`src/rtl/vout_pkg.sv`:
```
// Shared constants and FSM state type for the video_out nibble writer.
package vout_pkg;

    localparam int unsigned FIFO_DEPTH = 2048;

    // Header command codes (header byte [7:4]); only CMD_WRITE carries payload.
    localparam logic [3:0] CMD_NOP    = 4'h0;
    localparam logic [3:0] CMD_WRITE  = 4'h1;
    localparam logic [3:0] CMD_STATUS = 4'h2;
    localparam logic [3:0] CMD_RESET  = 4'hF;

    typedef enum logic [1:0] {
        HDR        = 2'd0,
        DISCARD    = 2'd1,
        PAYLOAD_HI = 2'd2,
        PAYLOAD_LO = 2'd3
    } state_e;

endpackage

```
`src/rtl/sat_counter.sv`:
```
// Saturating up-counter with enable; holds at all-ones instead of wrapping.
module sat_counter #(
    parameter int unsigned CNT_W = 16
) (
    input  logic             clk,
    input  logic             rst,
    input  logic             en_i,
    output logic [CNT_W-1:0] cnt_o
);

    logic [CNT_W-1:0] cnt_q;
    logic [CNT_W-1:0] cnt_d;

    always_comb begin
        cnt_d = cnt_q;
        if (en_i && (cnt_q != '1)) begin
            cnt_d = cnt_q + 1'b1;
        end
    end

    always_ff @(posedge clk or posedge rst) begin
        if (rst) begin
            cnt_q <= '0;
        end else begin
            cnt_q <= cnt_d;
        end
    end

    assign cnt_o = cnt_q;

endmodule

```
`src/rtl/vout_nibble_writer.sv`:
```
// Parses RX frames and writes TAPE_WRITE payload to the video_out FIFO as nibbles,
// high nibble first, only while the FIFO has enough headroom.
module vout_nibble_writer
    import vout_pkg::*;
#(
    parameter int unsigned HEADROOM = 16,
    parameter int unsigned CNT_W    = 16
) (
    input  logic             clk,
    input  logic             rst,
    input  logic [7:0]       rx_data,
    input  logic             rx_valid,
    input  logic             rx_last,
    input  logic             rx_user,
    output logic             rx_ready,
    output logic [3:0]       vout_fifow_data,
    output logic             vout_fifow_clock,
    output logic             vout_fifow_request,
    input  logic [10:0]      vout_fifow_used_words,
    output logic             frame_active,
    output logic [7:0]       last_header,
    output logic [CNT_W-1:0] frames_ok,
    output logic [CNT_W-1:0] frames_err,
    output logic [CNT_W-1:0] stall_cycles
);

    state_e     state_q, state_d;
    logic       active_q, active_d;
    logic [7:0] header_q, header_d;
    logic [3:0] lo_nib_q, lo_nib_d;
    logic       last_q, last_d;
    logic       user_q, user_d;
    logic       req_q, req_d;
    logic [3:0] data_q, data_d;

    logic [11:0] free_words;
    logic        room;
    logic        ready_raw;
    logic        xfer;
    logic        ok_inc, err_inc, stall_inc;

    assign free_words = 12'(FIFO_DEPTH) - {1'b0, vout_fifow_used_words};
    assign room       = (free_words >= 12'(HEADROOM));

    always_comb begin
        case (state_q)
            HDR:        ready_raw = 1'b1;
            DISCARD:    ready_raw = 1'b1;
            PAYLOAD_HI: ready_raw = room;
            default:    ready_raw = 1'b0;
        endcase
    end

    // Gated by rst so nothing is accepted while reset is held.
    assign rx_ready = ready_raw & ~rst;
    assign xfer     = rx_valid & rx_ready;

    always_comb begin
        state_d   = state_q;
        active_d  = active_q;
        header_d  = header_q;
        lo_nib_d  = lo_nib_q;
        last_d    = last_q;
        user_d    = user_q;
        req_d     = 1'b0;
        data_d    = data_q;
        ok_inc    = 1'b0;
        err_inc   = 1'b0;
        stall_inc = 1'b0;
        case (state_q)
            HDR: begin
                if (xfer) begin
                    header_d = rx_data;
                    if (rx_last) begin
                        err_inc = rx_user;
                    end else if (rx_data[7:4] == CMD_WRITE) begin
                        state_d  = PAYLOAD_HI;
                        active_d = 1'b1;
                    end else begin
                        state_d = DISCARD;
                    end
                end
            end
            DISCARD: begin
                if (xfer && rx_last) begin
                    state_d = HDR;
                    err_inc = rx_user;
                end
            end
            PAYLOAD_HI: begin
                if (xfer) begin
                    req_d    = 1'b1;
                    data_d   = rx_data[7:4];
                    lo_nib_d = rx_data[3:0];
                    last_d   = rx_last;
                    user_d   = rx_user;
                    state_d  = PAYLOAD_LO;
                end
                stall_inc = rx_valid & ~room;
            end
            PAYLOAD_LO: begin
                req_d  = 1'b1;
                data_d = lo_nib_q;
                if (last_q) begin
                    state_d  = HDR;
                    active_d = 1'b0;
                    ok_inc   = ~user_q;
                    err_inc  = user_q;
                end else begin
                    state_d = PAYLOAD_HI;
                end
            end
            default: state_d = HDR;
        endcase
    end

    always_ff @(posedge clk or posedge rst) begin
        if (rst) begin
            state_q  <= HDR;
            active_q <= 1'b0;
            header_q <= 8'h00;
            lo_nib_q <= 4'h0;
            last_q   <= 1'b0;
            user_q   <= 1'b0;
            req_q    <= 1'b0;
            data_q   <= 4'h0;
        end else begin
            state_q  <= state_d;
            active_q <= active_d;
            header_q <= header_d;
            lo_nib_q <= lo_nib_d;
            last_q   <= last_d;
            user_q   <= user_d;
            req_q    <= req_d;
            data_q   <= data_d;
        end
    end

    sat_counter #(.CNT_W(CNT_W)) u_frames_ok (
        .clk   (clk),
        .rst   (rst),
        .en_i  (ok_inc),
        .cnt_o (frames_ok)
    );

    sat_counter #(.CNT_W(CNT_W)) u_frames_err (
        .clk   (clk),
        .rst   (rst),
        .en_i  (err_inc),
        .cnt_o (frames_err)
    );

    sat_counter #(.CNT_W(CNT_W)) u_stall_cycles (
        .clk   (clk),
        .rst   (rst),
        .en_i  (stall_inc),
        .cnt_o (stall_cycles)
    );

    assign vout_fifow_clock   = clk;
    assign vout_fifow_request = req_q;
    assign vout_fifow_data    = data_q;
    assign frame_active       = active_q;
    assign last_header        = header_q;

endmodule
```
`config.mk`:
```
export PLATFORM = sky130hd
export DESIGN_NAME = vout_nibble_writer
export DESIGN_NICKNAME = d
export VERILOG_FILES = /design/src/rtl/vout_pkg.sv /design/src/rtl/sat_counter.sv /design/src/rtl/vout_nibble_writer.sv
export SDC_FILE = /design/constraint.sdc
export NUM_CORES = 1
export LEC_CHECK = 0
export CAP_MARGIN = 20
export CORE_MARGIN = 4
export CORE_UTILIZATION = 41
export CTS_CLUSTER_SIZE = 16
export DETAILED_ROUTE_END_ITERATION = 8
export PLACE_DENSITY_LB_ADDON = 0.08
export SLEW_MARGIN = 30
export SYNTH_ARGS = -nofsm -noshare
export SYNTH_HDL_FRONTEND = slang
export SYNTH_SLANG_ARGS = --single-unit
```
`constraint.sdc`:
```
create_clock -name clk -period 2.1 [get_ports clk]
set_input_delay 0.315 -clock clk [delete_from_list [all_inputs] [get_ports clk]]
set_output_delay 0.315 -clock clk [all_outputs]
set_load 0.02 [all_outputs]
```
==> results.md <==
- Net Count, Synth: 313
- Area after DPL: 4400 sq um
- Crit-path cells: ha_1 > and3_1 > nand3_1 > o311ai_4 > buf_4 > nor3_1 > xor2_1
- Syn Std Cell Area: 3330 sq um
- Fmax: 513 MHz
- Yosys cell types: 47
- Power Density: 938 nW/um^2
- Least-Margin Pin Slew: 0.627 ns
- Leakage: 2.08 nW
- Crit path DAT: 2.26 ns
- Pin count of the biggest net entering global routing: 71
- Critical-path maximum fanout: 6
- Synth warnings: 0
- Residual DRC: 0
- Power, Total: 4.32 mW
- Post-synth EDFFs: 0
- Gr ovfl total: 0
- Sequential fraction of the synthesis area: 52.6%
- Std-Cell Rows: 32
- Final hold vios: 0
- Clock skew: 0.0124 ns
- Setup TNS Final: 0 ns
- CP delay by family, top: simple AND/OR/NAND/NOR gates
- Reg-to-reg startpoint: u_stall_cycles.cnt_o[1]
- Final setup violation count: 0
- Number of global-route vias before repair: 2,681
- TritonRoute pass-1 iters: 4
- Initial antenna violation count: 0
- Initial DRC Count: 79
- Worst-path clk slew: 0.08 ns
- Diode count: 0
- Post-DP HPWL: 5310 um
- Clk_lat worst skew: 0.44 ns
- WL/cell: 14.7 um
- Max VDD drop: 0.671 mV
- Die W: 98.1 um
- Worst rel slew slack: 58.2%
- CP endpoint kind: register
- Critical Path RT: 2.41 ns
- Via count: 2,537
- Avg Cell Area, Syn: 11.6 sq um
- Crit Path Class: register to register
- Post-DR vias/cell: 5.06
- Antenna viol nets, final: 0
- CP max stage delay: 0.44 ns
- Setup crit start kind: register
- GRT Total Usage: 16.6%
- # nets final: 421
- Routed wire length: 7360 um
- Max Cap Violations: 0
- Status: complete, no violations
- Die Y-Extent: 98.1 um
- Design area: 4600 sq um
- Bufs and invs on worst path: 1
- Fin. max-slew vios: 0
- Share of cells above drive strength 1: 15.8%
- Cells after Synth: 286
- Final worst-path cycle share: 92.8%
- Yosys reg bits: 70
- Die Area: 9630 sq um
- CTS tree: built
- Unrepaired setup endpoints after global routing: no
- RePlAce Congestion: 0.753
- IO Pins: 88
- Shortest period the worst path allows: 1.95 ns
- Synth-to-Final Area Change: 38.2%
- Worst Setup SP: u_stall_cycles.cnt_o[1]
- Post-synth top flop: dfrtp_1
- First-pass GRT wire length: 12,800 um
- Slowest stage cell on the critical path: dfrtp_1
- CTS hold repair buffers: 0
- IO buf count: 87
- Asr flop ratio synth: 100%
- HP Class: input port to asynchronous set/reset pin
- Core ar.: 7810 sq um
- Starting Density: 42.7%
-- kinds of logic (layout without fill, tap and decap cells) --
logic type | Yosys count | in the layout | share of synthesized area (%)
and+or+nand+nor | 119 | 119 | 20.5
DFF | 70 | 70 | 52.6
xor gates and xnor gates | 43 | 43 | 11.3
muxes | 20 | 20 | 7.29
AOI/OAI and AO/OA | 19 | 19 | 4.96
buffers and inverters | 12 | 125 | 2.25
adders and majority gates | 3 | 3 | 1.13
-- layout make-up --
class	count	area (sq um)
inverter	5	22.5
clock buffer	16	185
tap	102	128
fill	689	3200
multi-input combinational	204	1530
timing repair buffer	100	965
sequential	70	1750
clock inverter	4	23.8
-- state kept, by name, indices dropped and copies added (netlist names) --
name	cells
state_q	2
vout_fifow_data	4
last_q	1
u_frames_err.cnt_o	16
vout_fifow_request	1
last_header	8
frame_active	1
lo_nib_q	4
u_frames_ok.cnt_o	16
u_stall_cycles.cnt_o	16
user_q	1
-- worst paths after layout --
| path | cells past startpoint | endpoint | slack (ns) |
|---|---|---|---|
| min in group clk | 1 | u_frames_ok.cnt_o[6] | 0.49 |
| min reg2reg | 1 | u_frames_ok.cnt_o[6] | 0.49 |
| min | 3 | u_stall_cycles.cnt_o[4] | 0.49 |
| max in group asynchronous | 3 | last_header[6] | 1.18 |
| max reg2reg | 7 | u_stall_cycles.cnt_o[9] | 0.15 |
| max | 7 | u_stall_cycles.cnt_o[9] | 0.15 |
-- Yosys cell counts, types with 2 or more instances --
| cell | count | share of area [%] |
|---|---|---|
| xnor2_1 | 22 | 5.8 |
| xor2_1 | 21 | 5.5 |
| clkbuf_1 | 2 | 0.23 |
| nand3_1 | 18 | 2.7 |
| a21oi_1 | 6 | 0.90 |
| buf_4 | 2 | 0.45 |
| buf_6 | 3 | 1.0 |
| mux2_4 | 6 | 2.7 |
| mux2_2 | 10 | 3.4 |
| nand4_1 | 16 | 3.0 |
| nor3_1 | 6 | 0.90 |
| and3_1 | 5 | 0.94 |
| and4_1 | 8 | 2.1 |
| dfrtp_1 | 70 | 53 |
| a211o_1 | 2 | 0.53 |
| ha_1 | 3 | 1.1 |
| nand4b_1 | 2 | 0.53 |
| inv_1 | 5 | 0.56 |
| nor4_1 | 3 | 0.56 |
| nor2_1 | 23 | 2.6 |
| nand2_1 | 24 | 2.7 |
| mux2i_1 | 4 | 1.2 |
-- layer usage --
layer  global-route usage (%)  share of wire (%)  up-vias
li1                         -                  -     1241
met1                     21.5                 46     1228
met2                     25.2                 46       58
met3                     5.71                5.6       10
met4                     7.77                2.2        0
met5                        0                  0        -
-- metrics by stage --
step	instances	util (%)	hold WS, ns	setup slack, ns
after global routing	501	59.0	0.520	0.00671
after floorplan	286	-	0.428	-0.205
after global placement	482	56.3	0.476	-0.323
final	501	59.0	0.492	0.151
after CTS	501	58.9	0.491	0.0116
after detailed placement	482	56.3	0.482	-0.330
-- placed cells by master, fill, tap and decap left out, types with 10 or more instances in the layout --
cell type,n
xor2_1,21
xnor2_1,22
clkdlybuf4s50_1,85
buf_4,13
nand4_1,16
mux2_2,10
nand2_1,23
nor2_1,23
nand3_1,18
dfrtp_1,70
clkbuf_8,12
-- what timing repair did --
item / CTS / global route
setup endpoints to repair: 2 / 5
gates cloned: 0 / 0
endpoints found under the hold margin: 0 / 0
buffers inserted: 0 / 0
gates resized for setup: 4 / 2
pin swaps: 0 / 2
-- worst min-delay path: cells and delay by family --
| kind | cells | cell delay, ns |
|---|---|---|
| buffers and inverters | 3 | 1.10 |
-- power breakdown --
group	leakage, nW	total [mW]	internal [mW]	switching [mW]
combinational	1.05	1.37	0.710	0.658
sequential	0.919	1.83	1.62	0.215
clock	0.111	1.12	0.565	0.554
total	2.08	4.32	2.89	1.43
No activity file was read; power rests on OpenSTA's default activity.
